$ cat config.mk
export PLATFORM = sky130hd
export DESIGN_NAME = sync_fifo_ctrl_flat
export DESIGN_NICKNAME = d
export VERILOG_FILES = /design/src/rtl/sync_fifo_ctrl_if.sv /design/src/rtl/sync_fifo_ctrl.sv /design/src/flat_wrapper.sv
export SDC_FILE = /design/constraint.sdc
export NUM_CORES = 1
export LEC_CHECK = 0
export CAP_MARGIN = 40
export CORE_MARGIN = 5
export CORE_UTILIZATION = 32
export DETAILED_ROUTE_END_ITERATION = 8
export MAX_ROUTING_LAYER = met4
export PLACE_DENSITY_LB_ADDON = 0.12
export SYNTH_ARGS = -nofsm -noshare
export SYNTH_HDL_FRONTEND = slang
export SYNTH_SLANG_ARGS = --single-unit
$ cat constraint.sdc
create_clock -name CLK -period 4.97 [get_ports CLK]
set_input_delay 0.497 -clock CLK [delete_from_list [all_inputs] [get_ports CLK]]
set_output_delay 0.497 -clock CLK [all_outputs]
set_load 0.01 [all_outputs]
$ cat src/rtl/sync_fifo_ctrl_if.sv
// sync_fifo_ctrl_if: push/pop handshake and external RAM port bundle for sync_fifo_ctrl
// OVERFLOW/UNDERFLOW exist only when FIFO_ERR_FLAGS_EN is defined
interface sync_fifo_ctrl_if #(
  parameter int DWIDTH = 32,
  parameter int AWIDTH = 5
);
  logic              WR_EN;
  logic [DWIDTH-1:0] WR_DATA;
  logic              FULL;
  logic              RD_EN;
  logic [DWIDTH-1:0] RD_DATA;
  logic              RD_VALID;
  logic              EMPTY;
  logic [AWIDTH:0]   COUNT;
  logic              RAM_ENA;
  logic              RAM_WEA;
  logic [AWIDTH-1:0] RAM_ADDRA;
  logic [DWIDTH-1:0] RAM_DINA;
  logic              RAM_ENB;
  logic [AWIDTH-1:0] RAM_ADDRB;
  logic [DWIDTH-1:0] RAM_DOUTB;
`ifdef FIFO_ERR_FLAGS_EN
  logic              OVERFLOW;
  logic              UNDERFLOW;
  modport master (
    output WR_EN, WR_DATA, RD_EN, RAM_DOUTB,
    input  FULL, RD_DATA, RD_VALID, EMPTY, COUNT, RAM_ENA, RAM_WEA, RAM_ADDRA, RAM_DINA,
           RAM_ENB, RAM_ADDRB, OVERFLOW, UNDERFLOW
  );
  modport slave (
    input  WR_EN, WR_DATA, RD_EN, RAM_DOUTB,
    output FULL, RD_DATA, RD_VALID, EMPTY, COUNT, RAM_ENA, RAM_WEA, RAM_ADDRA, RAM_DINA,
           RAM_ENB, RAM_ADDRB, OVERFLOW, UNDERFLOW
  );
`else
  modport master (
    output WR_EN, WR_DATA, RD_EN, RAM_DOUTB,
    input  FULL, RD_DATA, RD_VALID, EMPTY, COUNT, RAM_ENA, RAM_WEA, RAM_ADDRA, RAM_DINA,
           RAM_ENB, RAM_ADDRB
  );
  modport slave (
    input  WR_EN, WR_DATA, RD_EN, RAM_DOUTB,
    output FULL, RD_DATA, RD_VALID, EMPTY, COUNT, RAM_ENA, RAM_WEA, RAM_ADDRA, RAM_DINA,
           RAM_ENB, RAM_ADDRB
  );
`endif
endinterface

$ cat src/rtl/sync_fifo_ctrl.sv
// sync_fifo_ctrl: synchronous FIFO controller driving an external 1-cycle-latency dual-port RAM
// Optional sticky OVERFLOW/UNDERFLOW flags enabled by defining FIFO_ERR_FLAGS_EN
module sync_fifo_ctrl #(
  parameter int DWIDTH = 32,
  parameter int AWIDTH = 5
) (
  input logic          CLK,
  input logic          RSTN,
  sync_fifo_ctrl_if.slave bus
);
  logic [AWIDTH:0] wptr_q, wptr_d, rptr_q, rptr_d, count_q, count_d;
  logic            full_q, full_d, empty_q, empty_d, rd_valid_q, rd_valid_d;
  logic            push, pop;
`ifdef FIFO_ERR_FLAGS_EN
  logic            overflow_q, overflow_d, underflow_q, underflow_d;
`endif
  // RSTN gating keeps the RAM strobes quiet while reset is held
  always_comb begin
    push       = bus.WR_EN && !full_q && RSTN;
    pop        = bus.RD_EN && !empty_q && RSTN;
    wptr_d     = wptr_q + {{AWIDTH{1'b0}}, push};
    rptr_d     = rptr_q + {{AWIDTH{1'b0}}, pop};
    count_d    = wptr_d - rptr_d;
    empty_d    = wptr_d == rptr_d;
    full_d     = (wptr_d[AWIDTH-1:0] == rptr_d[AWIDTH-1:0]) && (wptr_d[AWIDTH] != rptr_d[AWIDTH]);
    rd_valid_d = pop;
`ifdef FIFO_ERR_FLAGS_EN
    overflow_d  = overflow_q || (bus.WR_EN && full_q && !pop);
    underflow_d = underflow_q || (bus.RD_EN && empty_q);
`endif
  end
  always_ff @(posedge CLK) begin
    if (!RSTN) begin
      wptr_q     <= '0;
      rptr_q     <= '0;
      count_q    <= '0;
      empty_q    <= 1'b1;
      full_q     <= 1'b0;
      rd_valid_q <= 1'b0;
`ifdef FIFO_ERR_FLAGS_EN
      overflow_q  <= 1'b0;
      underflow_q <= 1'b0;
`endif
    end else begin
      wptr_q     <= wptr_d;
      rptr_q     <= rptr_d;
      count_q    <= count_d;
      empty_q    <= empty_d;
      full_q     <= full_d;
      rd_valid_q <= rd_valid_d;
`ifdef FIFO_ERR_FLAGS_EN
      overflow_q  <= overflow_d;
      underflow_q <= underflow_d;
`endif
    end
  end
  assign bus.RAM_ENA   = push;
  assign bus.RAM_WEA   = push;
  assign bus.RAM_ADDRA = wptr_q[AWIDTH-1:0];
  assign bus.RAM_DINA  = bus.WR_DATA[DWIDTH-1:0];
  assign bus.RAM_ENB   = pop;
  assign bus.RAM_ADDRB = rptr_q[AWIDTH-1:0];
  assign bus.RD_DATA   = bus.RAM_DOUTB;
  assign bus.RD_VALID  = rd_valid_q;
  assign bus.EMPTY     = empty_q;
  assign bus.FULL      = full_q;
  assign bus.COUNT     = count_q;
`ifdef FIFO_ERR_FLAGS_EN
  assign bus.OVERFLOW  = overflow_q;
  assign bus.UNDERFLOW = underflow_q;
`endif
endmodule

$ cat src/flat_wrapper.sv
// flat-port wrapper written by rule: the top's interface ports become plain ports
module sync_fifo_ctrl_flat 
#(
  parameter int DWIDTH = 32,
  parameter int AWIDTH = 5
)
  (CLK, RSTN, bus_WR_EN, bus_WR_DATA, bus_RD_EN, bus_RAM_DOUTB, bus_FULL, bus_RD_DATA, bus_RD_VALID, bus_EMPTY, bus_COUNT, bus_RAM_ENA, bus_RAM_WEA, bus_RAM_ADDRA, bus_RAM_DINA, bus_RAM_ENB, bus_RAM_ADDRB);
  sync_fifo_ctrl_if #(.DWIDTH(DWIDTH), .AWIDTH(AWIDTH)) bus_i ();
  input logic CLK;
  input logic RSTN;
  input wire logic [$bits(bus_i.WR_EN)-1:0] bus_WR_EN;
  input wire logic [$bits(bus_i.WR_DATA)-1:0] bus_WR_DATA;
  input wire logic [$bits(bus_i.RD_EN)-1:0] bus_RD_EN;
  input wire logic [$bits(bus_i.RAM_DOUTB)-1:0] bus_RAM_DOUTB;
  output wire logic [$bits(bus_i.FULL)-1:0] bus_FULL;
  output wire logic [$bits(bus_i.RD_DATA)-1:0] bus_RD_DATA;
  output wire logic [$bits(bus_i.RD_VALID)-1:0] bus_RD_VALID;
  output wire logic [$bits(bus_i.EMPTY)-1:0] bus_EMPTY;
  output wire logic [$bits(bus_i.COUNT)-1:0] bus_COUNT;
  output wire logic [$bits(bus_i.RAM_ENA)-1:0] bus_RAM_ENA;
  output wire logic [$bits(bus_i.RAM_WEA)-1:0] bus_RAM_WEA;
  output wire logic [$bits(bus_i.RAM_ADDRA)-1:0] bus_RAM_ADDRA;
  output wire logic [$bits(bus_i.RAM_DINA)-1:0] bus_RAM_DINA;
  output wire logic [$bits(bus_i.RAM_ENB)-1:0] bus_RAM_ENB;
  output wire logic [$bits(bus_i.RAM_ADDRB)-1:0] bus_RAM_ADDRB;
  assign bus_i.WR_EN = bus_WR_EN;
  assign bus_i.WR_DATA = bus_WR_DATA;
  assign bus_i.RD_EN = bus_RD_EN;
  assign bus_i.RAM_DOUTB = bus_RAM_DOUTB;
  assign bus_FULL = bus_i.FULL;
  assign bus_RD_DATA = bus_i.RD_DATA;
  assign bus_RD_VALID = bus_i.RD_VALID;
  assign bus_EMPTY = bus_i.EMPTY;
  assign bus_COUNT = bus_i.COUNT;
  assign bus_RAM_ENA = bus_i.RAM_ENA;
  assign bus_RAM_WEA = bus_i.RAM_WEA;
  assign bus_RAM_ADDRA = bus_i.RAM_ADDRA;
  assign bus_RAM_DINA = bus_i.RAM_DINA;
  assign bus_RAM_ENB = bus_i.RAM_ENB;
  assign bus_RAM_ADDRB = bus_i.RAM_ADDRB;
  sync_fifo_ctrl #(.DWIDTH(DWIDTH), .AWIDTH(AWIDTH)) u_core (.CLK(CLK), .RSTN(RSTN), .bus(bus_i));
endmodule
==> summary by stage, run 1 <==
Synth
The number of distinct library cells after synthesis is 37. The library cell occupying the most area in the post-synthesis netlist is buf_4. Synthesis produced ~180 cells. The cell area that synthesis handed to floorplanning was 0.001600 sq mm. Of the post-synthesis cell area, the dominant cell type holds 0.3518. By area the synthesized netlist is led by buf_4, dfxtp_1, ha_1, nor2_1, xnor2_1.

The mean instance size in the synthesized netlist is 8.793 sq um. The most used flip-flop cell after synthesis is dfxtp_1. The synthesized netlist net count is 258. The warning count from the yosys run is 0. Yosys mapped a number of flops with a built-in enable equal to 0. The commonest cells after synthesis are buf_4, dfxtp_1, nor2_1. After synthesis, the share of flip-flops with an asynchronous set or reset is 0. The post-synthesis register bit count is 21. The share of the Yosys chip area taken by registers is 0.2627. The most frequent cell after synthesis is buf_4.

Clock network
The number of clock sinks seen by CTS is 21. No sink is reached through more buffers than the 2 on the longest clock path. The clock-pin slew on the worst setup and hold paths is 0.08 ns.

The worst-skew pair later-pin latency is 0.26 ns. In this run, post-CTS repair resized a total of 0 instances. After clock tree synthesis, the flow added hold-fix buffers numbering 0. The H-tree depth is 1. The CTS root buffer is clkbuf_8. Buffers added to address setup during post-CTS repair amount to 0.

TritonCTS built the clock tree. The number of clock buffers added by TritonCTS is 3.

Critical path
The most numerous cell type found on the critical path is ha_1. STA classifies the critical path endpoint as a flip-flop. Walking the worst path, the cells encountered are clkdlybuf4s50_1 > clkinv_1 > buf_4 > nor3b_1 > ha_1 > ha_1 > ha_1 > a21o_1 > maj3_2 > a221oi_2 > mux2i_1. The kind of cell adding the most delay to the critical path is adder cells. The critical-path maximum fanout is 17. The type of origin of the critical path is a primary input.

The critical path contains buffers and inverters numbering 3 combined. STA puts the critical path data required time at 5.17 ns. The biggest cell delay along the critical path is slightly below 0.6 ns. The path type of the worst setup path is in -> reg. The cell with the largest stage delay on the worst path is clkdlybuf4s50_1. At the worst endpoint, the arrival time is between 3 and 4 ns.

Placement
During placement, the flow inserted port buffers numbering 25. The detailed placer's ending HPWL is 2611 um. The final weighted congestion of routability-driven global placement is 0.7795.

The placed standard-cell area is 0.001375 sq mm. The placed cell count is 199.

STA
Across the routed clock network, the largest skew measured is 0.006559 ns. Setup violations remaining at the end of the flow were counted as 0. Derived from the worst setup path, the maximum achievable clock frequency is around 0.3 GHz. Setup repair after global routing left no endpoint under its margin. The clock period minus final worst setup slack is around 3.4 ns. The final hold violation count is 0.

For the pin with the worst max-slew slack, the measured transition is 0.4995 ns. The count of pins over their slew limit came to 0. Setup total negative slack on the finished layout was measured at 0 ns. The part of the cycle the worst path needs is 0.6813. Measured against its own limit, the worst slew margin works out to 0.6663.

Route
The routed wire length per instance is 15.68 um. The via density per instance is roughly 4.3. For this block, the via count after detailed routing is about 880.

The first-pass iteration count of the detailed router is 3. The final layout contains routed wiring with a total length of around 3200 um. For this block, the initial DRC count from the detailed router was 19. The final routed DRC violation total is 0.

Once detail routing completed, the nets flagged for antenna violations numbered 0.

Layout
The finished layout cell area is 0.001421 sq mm. The net count of the finished layout is 213. The share of cells above drive strength 1 is 0.1029. The filler cell count in the final layout is a little over 500.

The antenna diode count is 0. The layout overhead on the synthesized area is -11.18%. Leaving out filler cells and counting taps, the final layout contains 203.

Floorplan
For this design the top-level I/O count stands at 154. The initial cell density of the core is 0.3344. After floorplanning, the core was divided into 25 placement rows. The floorplan step set the die width to 80.72 um. The die extent in y is 80.72 um. The total die area is 0.006515 sq mm.

The placeable core region is 0.004786 sq mm.

Global route
For this run, the total global-route usage over all layers was measured as 0.1020. The pin count of the biggest net entering global routing is 18. The first global-routing pass estimated 4823 um of wire.

The number of global-route vias before repair came to 930. The initial antenna violation count is 0. For this run the aggregate overflow at the end of global routing stands at 0.

Run
The max-capacitance violation count is 0.

Min path
The path class of the tightest hold or removal check is reg -> reg.

Power and ir drop
The total power of the final layout is approximately 0.35 mW. For this design the ratio of total power to cell area is between 200 and 250 mW/mm^2. For this design the static power due to leakage is 0.5497 nW.

The worst-case vdd ir drop is 0.0001408 V.

Status
The run finished with clean final reports.
## state kept, by name (all words and copies together) (netlist names)
name and count:
u_core.bus.RD_VALID 1, u_core.bus.EMPTY 1, u_core.rptr_q 6, u_core.bus.COUNT 6, u_core.wptr_q 6, u_core.bus.FULL 1
## through the flow
stage | hold WS, ns | util | setup slack (ns)
2_1_floorplan | 0.4540 | - | 2.063
3_3_place_gp | 0.4573 | 0.2873 | 1.458
3_5_place_dp | 0.4434 | 0.2873 | 1.277
4_1_cts | 0.4698 | 0.2970 | 1.564
5_1_grt | 0.4953 | 0.2970 | 1.380
6_report | 0.4575 | 0.2970 | 1.584
## final timing paths
| kind | depth (start not counted) | slack, ns | to | startpoint |
|---|---|---|---|---|
| max | 11 | 1.58 | u_core.bus.COUNT[5] | RSTN |
| min | 1 | 0.46 | u_core.bus.RD_VALID | u_core.bus.EMPTY |
| max reg2reg | 8 | 2.42 | u_core.bus.COUNT[5] | u_core.bus.FULL |
| min reg2reg | 1 | 0.46 | u_core.bus.RD_VALID | u_core.bus.EMPTY |
## cell families after synthesis
family	after synthesis	synth area share
buffers and inverters	82	0.3683
flip-flops	21	0.2627
AND/OR/NAND/NOR	39	0.1220
XOR/XNOR	15	0.09148
AO/OA/AOI/OAI	14	0.06881
multiplexers	1	0.006255
adder cells (fa/ha/maj)	10	0.08053
## routing by layer
metal / part of all wire / vias to the layer above / GRT usage
li1: - / 420 / -
met1: 0.38 / 376 / 0.1010
met2: 0.44 / 62 / 0.1490
met3: 0.14 / 23 / 0.06390
met4: 0.044 / 0 / 0.06588
met5: 0 / - / -
## power breakdown
group          total, mW  internal (mW)  switching, mW
combinational     0.0567         0.0309         0.0258
clock              0.114         0.0559         0.0579
sequential         0.179          0.176        0.00354
## cell usage in the layout, fill, tap and decap left out, types with 2 or more instances in the layout
cell type	count
clkdlybuf4s50_1	25
dfxtp_1	21
nor2_1	19
xnor2_1	7
ha_1	7
nand2_1	6
xor2_1	6
inv_1	5
o21ai_0	3
nor3_1	3
clkbuf_8	3
nand3_2	2
nand3_1	2
a21oi_1	2
## worst reg2reg max path, stage by stage (launching register included)
cell      delay (ns)
dfxtp_1         0.32
nor3b_1         0.43
ha_1            0.25
ha_1            0.24
ha_1            0.29
a21o_1          0.17
maj3_2          0.33
a221oi_2        0.25
mux2i_1         0.21
## cell type report
cell class / instances / area, sq um / share of cell area
flip-flops and latches: 21 / 420.4 / 0.2958
well taps: 67 / 83.83 / 0.05898
multi-input cells: 79 / 590.6 / 0.4155
clock inverters: 1 / 5.005 / 0.003521
inverters: 6 / 22.52 / 0.01585
clock buffers: 3 / 41.29 / 0.02905
repair buffers: 26 / 257.7 / 0.1813
Note: power is estimated with default switching activity, not from simulation.
==> run 2: changes to the inputs <==
- CORE_UTILIZATION: 32 -> 30
- clock period: 4.97 -> 3.3 ns (I/O delays scaled with it)
==> run 2 against run 1 <==
  * Wire length increased by 7.2%
  * Die area increased by 5.8%
  * Sequential share of layout area decreased by 0.21 points
  * First-iteration DRC count increased by 32%
  * Setup slack got worse by 1.2 ns
  * Global-route usage decreased by 0.11 points
  * Utilization decreased by 1.9 points
  * Flip-flop and latch count unchanged
  * Critical path type unchanged
  * Critical endpoint unchanged
  * Largest power group unchanged
==> summary by stage, run 2 (same netlist as run 1, synthesis figures left out) <==
Clock network
The count of hold-fix buffers inserted at cts is 0 (unchanged). The maximum root-to-sink buffer count is 2 (unchanged). The CTS root buffer is clkbuf_8 (unchanged). The clock-pin slew on the worst setup and hold paths is 0.07 ns (was 0.08 ns).

The number of cells upsized or downsized after cts is 0 (unchanged). The clock tree from TritonCTS is yes (unchanged). The worst-skew pair later-pin latency is 0.26 ns (about the same). The number of clock sinks seen by CTS is 21 (unchanged). The H-tree depth is 1 (unchanged). The number of clock buffers inserted by TritonCTS is 3 (unchanged). The buffer count from post-CTS setup fixing is 0 (unchanged).

Global route
The number of global-route vias before repair came to 882 (was 930). The pin count of the biggest net entering global routing came to 17 (was 18). The wire length of the first global-routing pass is 5278 um (was 4823 um).

The initial antenna violation count is 0 (unchanged). The combined global-route utilization of all metal layers is 0.1009 (was 0.1020). The total congestion overflow after global routing is 0 (unchanged).

Placement
The final weighted congestion of routability-driven global placement is 0.8484 (was 0.7795). The placed cell count is 203 (was 199). The count of buffers inserted at the top-level ports was 25 (unchanged).

The detailed placer's ending HPWL came to 2906 um (was 2611 um).

Critical path
The path type of the worst setup path was in -> reg (unchanged). The timing startpoint of the critical path is RSTN (unchanged). The critical-path maximum fanout is 6 (was 17).

The end of the worst register-to-register path is u_core.bus.COUNT[5] (unchanged). The kind of cell adding the most delay to the critical path was adder cells (unchanged). The most common cell type on the critical path is ha_1 (unchanged). The number of logic stages on the critical path including buffering is 11 (unchanged). The startpoint of the worst register-to-register path is u_core.bus.EMPTY (was u_core.bus.FULL). The required time of the critical path is 3.49 ns (was 5.17 ns). The biggest cell delay along the critical path is 0.57 ns (was 0.59 ns). The total buffers and inverters traversed by the critical path was 2 (was 3). The data arrival time of the critical path is 3.07 ns (was 3.58 ns). The sort of element at the end of the critical path is a flip-flop (unchanged). Series of cell instances along the critical path: clkdlybuf4s50_1 > nand2_1 > nor2_1 > ha_1 > xor2_1 > inv_1 > ha_1 > a21o_1 > maj3_2 > a221oi_2 > mux2i_1 (was clkdlybuf4s50_1 > clkinv_1 > buf_4 > nor3b_1 > ha_1 > ha_1 > ha_1 > a21o_1 > maj3_2 > a221oi_2 > mux2i_1). The timing endpoint of the critical path is u_core.bus.COUNT[5] (unchanged). The worst setup slack for register-to-register paths is 0.83 ns (was 2.42 ns).

The cell count of the worst reg-to-reg path is 9 (was 8). The cell with the largest stage delay on the worst path is clkdlybuf4s50_1 (unchanged). The type of origin of the critical path is a primary input (unchanged).

Status
Outcome: finished clean (unchanged).

STA
The count of pins over their slew limit is 0 (unchanged). The worst-case clock skew is 0.002823 ns (was 0.006559 ns). Timing would allow up to 0.3469 GHz. The worst path in the final design needs a cycle of a little under 3 ns, including I/O delays and setup.

RSZ-0062 raised after global routing: no (unchanged). The setup TNS came to 0 ns (unchanged). The worst slew slack as a fraction of its limit was 0.6922 (was 0.6663). The final hold violation count is 0 (unchanged). The measured slew at the worst slew-check pin is 0.4602 ns (was 0.4995 ns).

The final-report setup violation count is 0 (unchanged). In the finished design, the share of the clock period the worst path needs comes to 0.8735.

Power and ir drop
The worst-case vdd ir drop is 0.0002141 V (was 0.0001408 V). The total net switching power is 0.1269 mW (was 0.08725 mW). The sequential fraction of design power came to 0.514 (was 0.512). The leakage power total is 0.5521 nW (was 0.5497 nW). The combinational share of power came to 0.165 (was 0.162).

The switching fraction of total power is 0.2418 (was 0.2495). The power per cell area is 366.8 mW/mm^2 (was 246.0 mW/mm^2). The clock share of power is 0.321 (was 0.326). The cell-internal power is 0.3980 mW (was 0.2624 mW).

Layout
The layout net count is 214 (was 213). Commonest cells after routing, fill and taps aside: clkdlybuf4s50_1, dfxtp_1, nor2_1 (unchanged). The filler-free cell count of the finished design is 207 (was 203). The share of cells above drive strength 1 is 0.1022 (was 0.1029). The filler cell count in the final layout is 561 (was 516). The layout overhead on the synthesized area is -10.56% (was -11.18%).

The most frequent standard cell in the layout excluding fill and tap cells is clkdlybuf4s50_1 (unchanged). The antenna diode count was 0 (unchanged).

Route
The routed wire length per instance came to 16.49 um (was 15.68 um). The via density per instance is 4.217 (was 4.340). The number of vias in the routed layout is 873 (was 881). The final routed DRC violation total came to 0 (unchanged). The first-pass iteration count of the detailed router was 4 (was 3). The count of antenna-violating nets left after detailed routing is 0 (unchanged). The DRC violation total after the first TritonRoute iteration is 25 (was 19). The sum of routed wire length over all layers is 3413 um (was 3184 um).

Floorplan
The placeable core region is 0.005140 sq mm (was 0.004786 sq mm). The number of placed I/O pins was 154 (unchanged). The initial cell density of the core was 0.3113 (was 0.3344). The width of the die is 83.04 um (was 80.72 um).

The row count is 26 (was 25). The die extent in y is 83.04 um (was 80.72 um). The total die area was 0.006895 sq mm (was 0.006515 sq mm).

Min path
The worst hold path class is reg -> reg (unchanged).

Run
The max-capacitance violation count is 0 (unchanged).
## run 2: cell types whose count changed in the layout (fill, tap and decap cells not counted), sizes merged
| cell | before | now |
|---|---|---|
| buf | 1 | 2 |
| clkbuf | 3 | 4 |
| clkinv | 2 | 1 |
## run 2: cell type report
cell class,count,area (sq um),share of cell area
timing repair buffer,27,265.3,0.1853
inverter,6,22.52,0.01573
clock buffer,4,45.04,0.03147
tap,70,87.58,0.06119
multi-input combinational,79,590.6,0.4126
sequential,21,420.4,0.2937
## run 2: how the worst min path moves through the flow
stage | endpoint | start | slack [ns] | depth (start not counted)
floorplan | u_core.bus.EMPTY | RSTN | 0.40 | 1
global placement | u_core.bus.RD_VALID | u_core.bus.EMPTY | 0.46 | 1
detailed placement | u_core.bus.RD_VALID | u_core.bus.EMPTY | 0.45 | 1
CTS | u_core.bus.RD_VALID | u_core.bus.EMPTY | 0.47 | 1
global route | u_core.bus.RD_VALID | u_core.bus.EMPTY | 0.50 | 1
finish | u_core.bus.RD_VALID | u_core.bus.EMPTY | 0.46 | 1
## run 2: stage by stage
| stage | area [sq um] | power (mW) | setup slack [ns] | utilization | hold WS (ns) |
|---|---|---|---|---|---|
| after floorplan | 1600 | 0.4044 | 0.5597 | - | 0.4011 |
| after global placement | 1386 | 0.3645 | 0.2430 | 0.2697 | 0.4562 |
| after detailed placement | 1386 | 0.3640 | 0.1428 | 0.2697 | 0.4462 |
| after CTS | 1431 | 0.5389 | 0.4169 | 0.2785 | 0.4671 |
| after global routing | 1431 | 0.5605 | 0.2226 | 0.2785 | 0.4954 |
| final | 1431 | 0.5250 | 0.4176 | 0.2785 | 0.4577 |
## run 2: layer usage
layer  vias up  global-route usage  wire, um
met1       371              0.1069      1274
li1        422                   -         -
met2        66              0.1509      1591
met3        14             0.06931       492
met4         0             0.03120        55
met5         -                   -         0
## run 2: power by group through the flow
stage | Combinational [mW] | Clock [mW] | Sequential [mW]
after floorplan | 0.125 | 0 | 0.280
after global placement | 0.0882 | 0 | 0.276
after detailed placement | 0.0880 | 0 | 0.276
after CTS | 0.0885 | 0.180 | 0.270
after global routing | 0.0951 | 0.194 | 0.272
final | 0.0867 | 0.168 | 0.270
==> run 3: changes to the inputs <==
- SLEW_MARGIN: unset -> 20
==> results of run 3 <==
The final DEF is identical to that of run 2; final timing and power are the same.
==> patch, RTL diff (flow settings as in run 3) <==
`DWIDTH` is set to 32 in 3 places; all go to 40.
--- a/src/rtl/sync_fifo_ctrl_if.sv
+++ b/src/rtl/sync_fifo_ctrl_if.sv
@@ -1,7 +1,7 @@
 // sync_fifo_ctrl_if: push/pop handshake and external RAM port bundle for sync_fifo_ctrl
 // OVERFLOW/UNDERFLOW exist only when FIFO_ERR_FLAGS_EN is defined
 interface sync_fifo_ctrl_if #(
-  parameter int DWIDTH = 32,
+  parameter int DWIDTH = 40,
   parameter int AWIDTH = 5
 );
   logic              WR_EN;
--- a/src/rtl/sync_fifo_ctrl.sv
+++ b/src/rtl/sync_fifo_ctrl.sv
@@ -1,7 +1,7 @@
 // sync_fifo_ctrl: synchronous FIFO controller driving an external 1-cycle-latency dual-port RAM
 // Optional sticky OVERFLOW/UNDERFLOW flags enabled by defining FIFO_ERR_FLAGS_EN
 module sync_fifo_ctrl #(
-  parameter int DWIDTH = 32,
+  parameter int DWIDTH = 40,
   parameter int AWIDTH = 5
 ) (
   input logic          CLK,
--- a/src/flat_wrapper.sv
+++ b/src/flat_wrapper.sv
@@ -1,7 +1,7 @@
 // flat-port wrapper written by rule: the top's interface ports become plain ports
 module sync_fifo_ctrl_flat 
 #(
-  parameter int DWIDTH = 32,
+  parameter int DWIDTH = 40,
   parameter int AWIDTH = 5
 )
   (CLK, RSTN, bus_WR_EN, bus_WR_DATA, bus_RD_EN, bus_RAM_DOUTB, bus_FULL, bus_RD_DATA, bus_RD_VALID, bus_EMPTY, bus_COUNT, bus_RAM_ENA, bus_RAM_WEA, bus_RAM_ADDRA, bus_RAM_DINA, bus_RAM_ENB, bus_RAM_ADDRB);
Ports: changed (resized bus_RAM_DINA, bus_RAM_DOUTB, bus_RD_DATA and bus_WR_DATA); port bits go from 154 to 186. The function was not compared with the original's and may differ.
==> patch against run 3 <==
Wire length increased by 4.7%. Total power up 1.2%. Sequential cell count is the same. Worst setup slack improved by 0.0084 ns. Clock power increased by 4%. Design area is 0.18% higher. Hold slack lost 0.011 ns. Critical path type unchanged. Synthesized area increased by 7.5%.
==> patch: results (changes against run 3) <==
\begin{tabular}{lr}
\hline
Metric & Value \\
\hline
\multicolumn{2}{l}{\textbf{Global routing}} \\
\quad GRT Overall Usage & 10.0\% (-0.040 points) \\
\quad Via count of the first global-routing pass & 950 (+7.7\%) \\
\quad Global-route wire length before repair & 5410 um (+2.5\%) \\
\multicolumn{2}{l}{\textbf{Drt}} \\
\quad Average detailed-routed wire length per instance & 17.1 um (+3.7\%) \\
\quad Pre-Repair DR Iteration Count & 3 (-1) \\
\quad Number of DRC markers in iteration 0 & 16 (-36\%) \\
\quad Routed vias & 928 (+6.3\%) \\
\quad Drt via density & 4.44 (+5.3\%) \\
\multicolumn{2}{l}{\textbf{Critical path}} \\
\quad Data arrival time at the worst-slack endpoint & 3.08 ns (about the same) \\
\multicolumn{2}{l}{\textbf{Placed design}} \\
\quad Post-place instance area & 0.00139 sq mm (+0.18\%) \\
\quad Routability cong. & 0.745 (-12\%) \\
\quad DP Wirelength & 3040 um (+4.5\%) \\
\multicolumn{2}{l}{\textbf{Timing}} \\
\quad Worst setup skew after layout & 0.00599 ns (+0.00317 ns) \\
\quad Max\_slew headroom & 72.0\% (+2.7 points) \\
\multicolumn{2}{l}{\textbf{Outcome}} \\
\quad Status & complete, no violations \\
\multicolumn{2}{l}{\textbf{Synth}} \\
\quad Mux contribution to synthesized area & 0.582\% (-0.044 points) \\
\quad Sequential area share after synthesis & 24.4\% (-1.8 points) \\
\quad Mapped Nets & 290 (+12\%) \\
\quad Area contributors post-synth & sky130\_fd\_sc\_hd\_\_buf\_4 40\%, sky130\_fd\_sc\_hd\_\_dfxtp\_1 24\%, sky130\_fd\_sc\_hd\_\_ha\_1 5.1\%, sky130\_fd\_sc\_hd\_\_nor2\_1 4.1\%, sky130\_fd\_sc\_hd\_\_xnor2\_1 3.6\% \\
\quad Adder and majority gate portion of the synthesized area & 7.49\% (-0.56 points) \\
\quad XOR/XNOR Fraction of Synth Area & 8.51\% (-0.64 points) \\
\quad Share of the synthesized area in compound gates (AO/OA/AOI/OAI) & 6.40\% (-0.48 points) \\
\multicolumn{2}{l}{\textbf{Power}} \\
\quad Combinational gate power & 86.5 uW (about the same) \\
\quad Maximum vdd ir drop & 138 uV (-35\%) \\
\quad Portion of total power attributed to the clock network & 32.9\% (+0.8 points) \\
\quad Net switching fraction of the power & 25.1\% (+0.90 points) \\
\quad Post-route total power & 531 uW (+1.2\%) \\
\multicolumn{2}{l}{\textbf{Finish}} \\
\quad NumNets Final & 230 (+7.5\%) \\
\hline
\end{tabular}
## patch: cell counts in the layout (fill, tap and decap cells not counted)
No cell type changed its count.
## patch: worst max-delay path, cell delays in order
cell,delay (ns)
sky130_fd_sc_hd__clkdlybuf4s50_1,0.57
sky130_fd_sc_hd__nand2_1,0.10
sky130_fd_sc_hd__nor2_1,0.18
sky130_fd_sc_hd__ha_1,0.22
sky130_fd_sc_hd__xor2_1,0.27
sky130_fd_sc_hd__inv_1,0.11
sky130_fd_sc_hd__ha_1,0.32
sky130_fd_sc_hd__a21o_1,0.17
sky130_fd_sc_hd__maj3_2,0.33
sky130_fd_sc_hd__a221oi_2,0.27
sky130_fd_sc_hd__mux2i_1,0.21
## patch: layer usage
layer	GRT usage, %	up-vias	part of all wire (%)
met2	16.6	57	51
met1	8.99	422	33
met5	-	-	0
met4	7.34	0	4.6
li1	-	425	-
met3	4.71	24	11
## patch: cell families (layout without fill, tap and decap cells)
kind of cell / count (synthesis) / in the layout
buffers and inverters: 98 / 37
muxes: 1 / 1
xor gates and xnor gates: 15 / 15
and+or+nand+nor: 39 / 39
DFF: 21 / 21
adders and majority gates: 10 / 10
AOI/OAI and AO/OA: 14 / 14
## patch: stage by stage
| step | utilization (%) | setup slack (ns) | hold slack, ns |
|---|---|---|---|
| global placement | 25.1 | 0.246 | 0.450 |
| detailed placement | 25.1 | 0.115 | 0.441 |
| CTS | 25.9 | 0.413 | 0.453 |
| global route | 25.9 | 0.211 | 0.481 |
| finish | 25.9 | 0.426 | 0.447 |
| floorplan | - | 0.560 | 0.401 |
## patch: layout make-up
cell class	instances	area (sq um)
multi-input cells	79	591
clock buffers	4	45.0
flip-flops and latches	21	420
fillers	623	4110
repair buffers	27	265
well taps	72	90.1
inverters	6	22.5
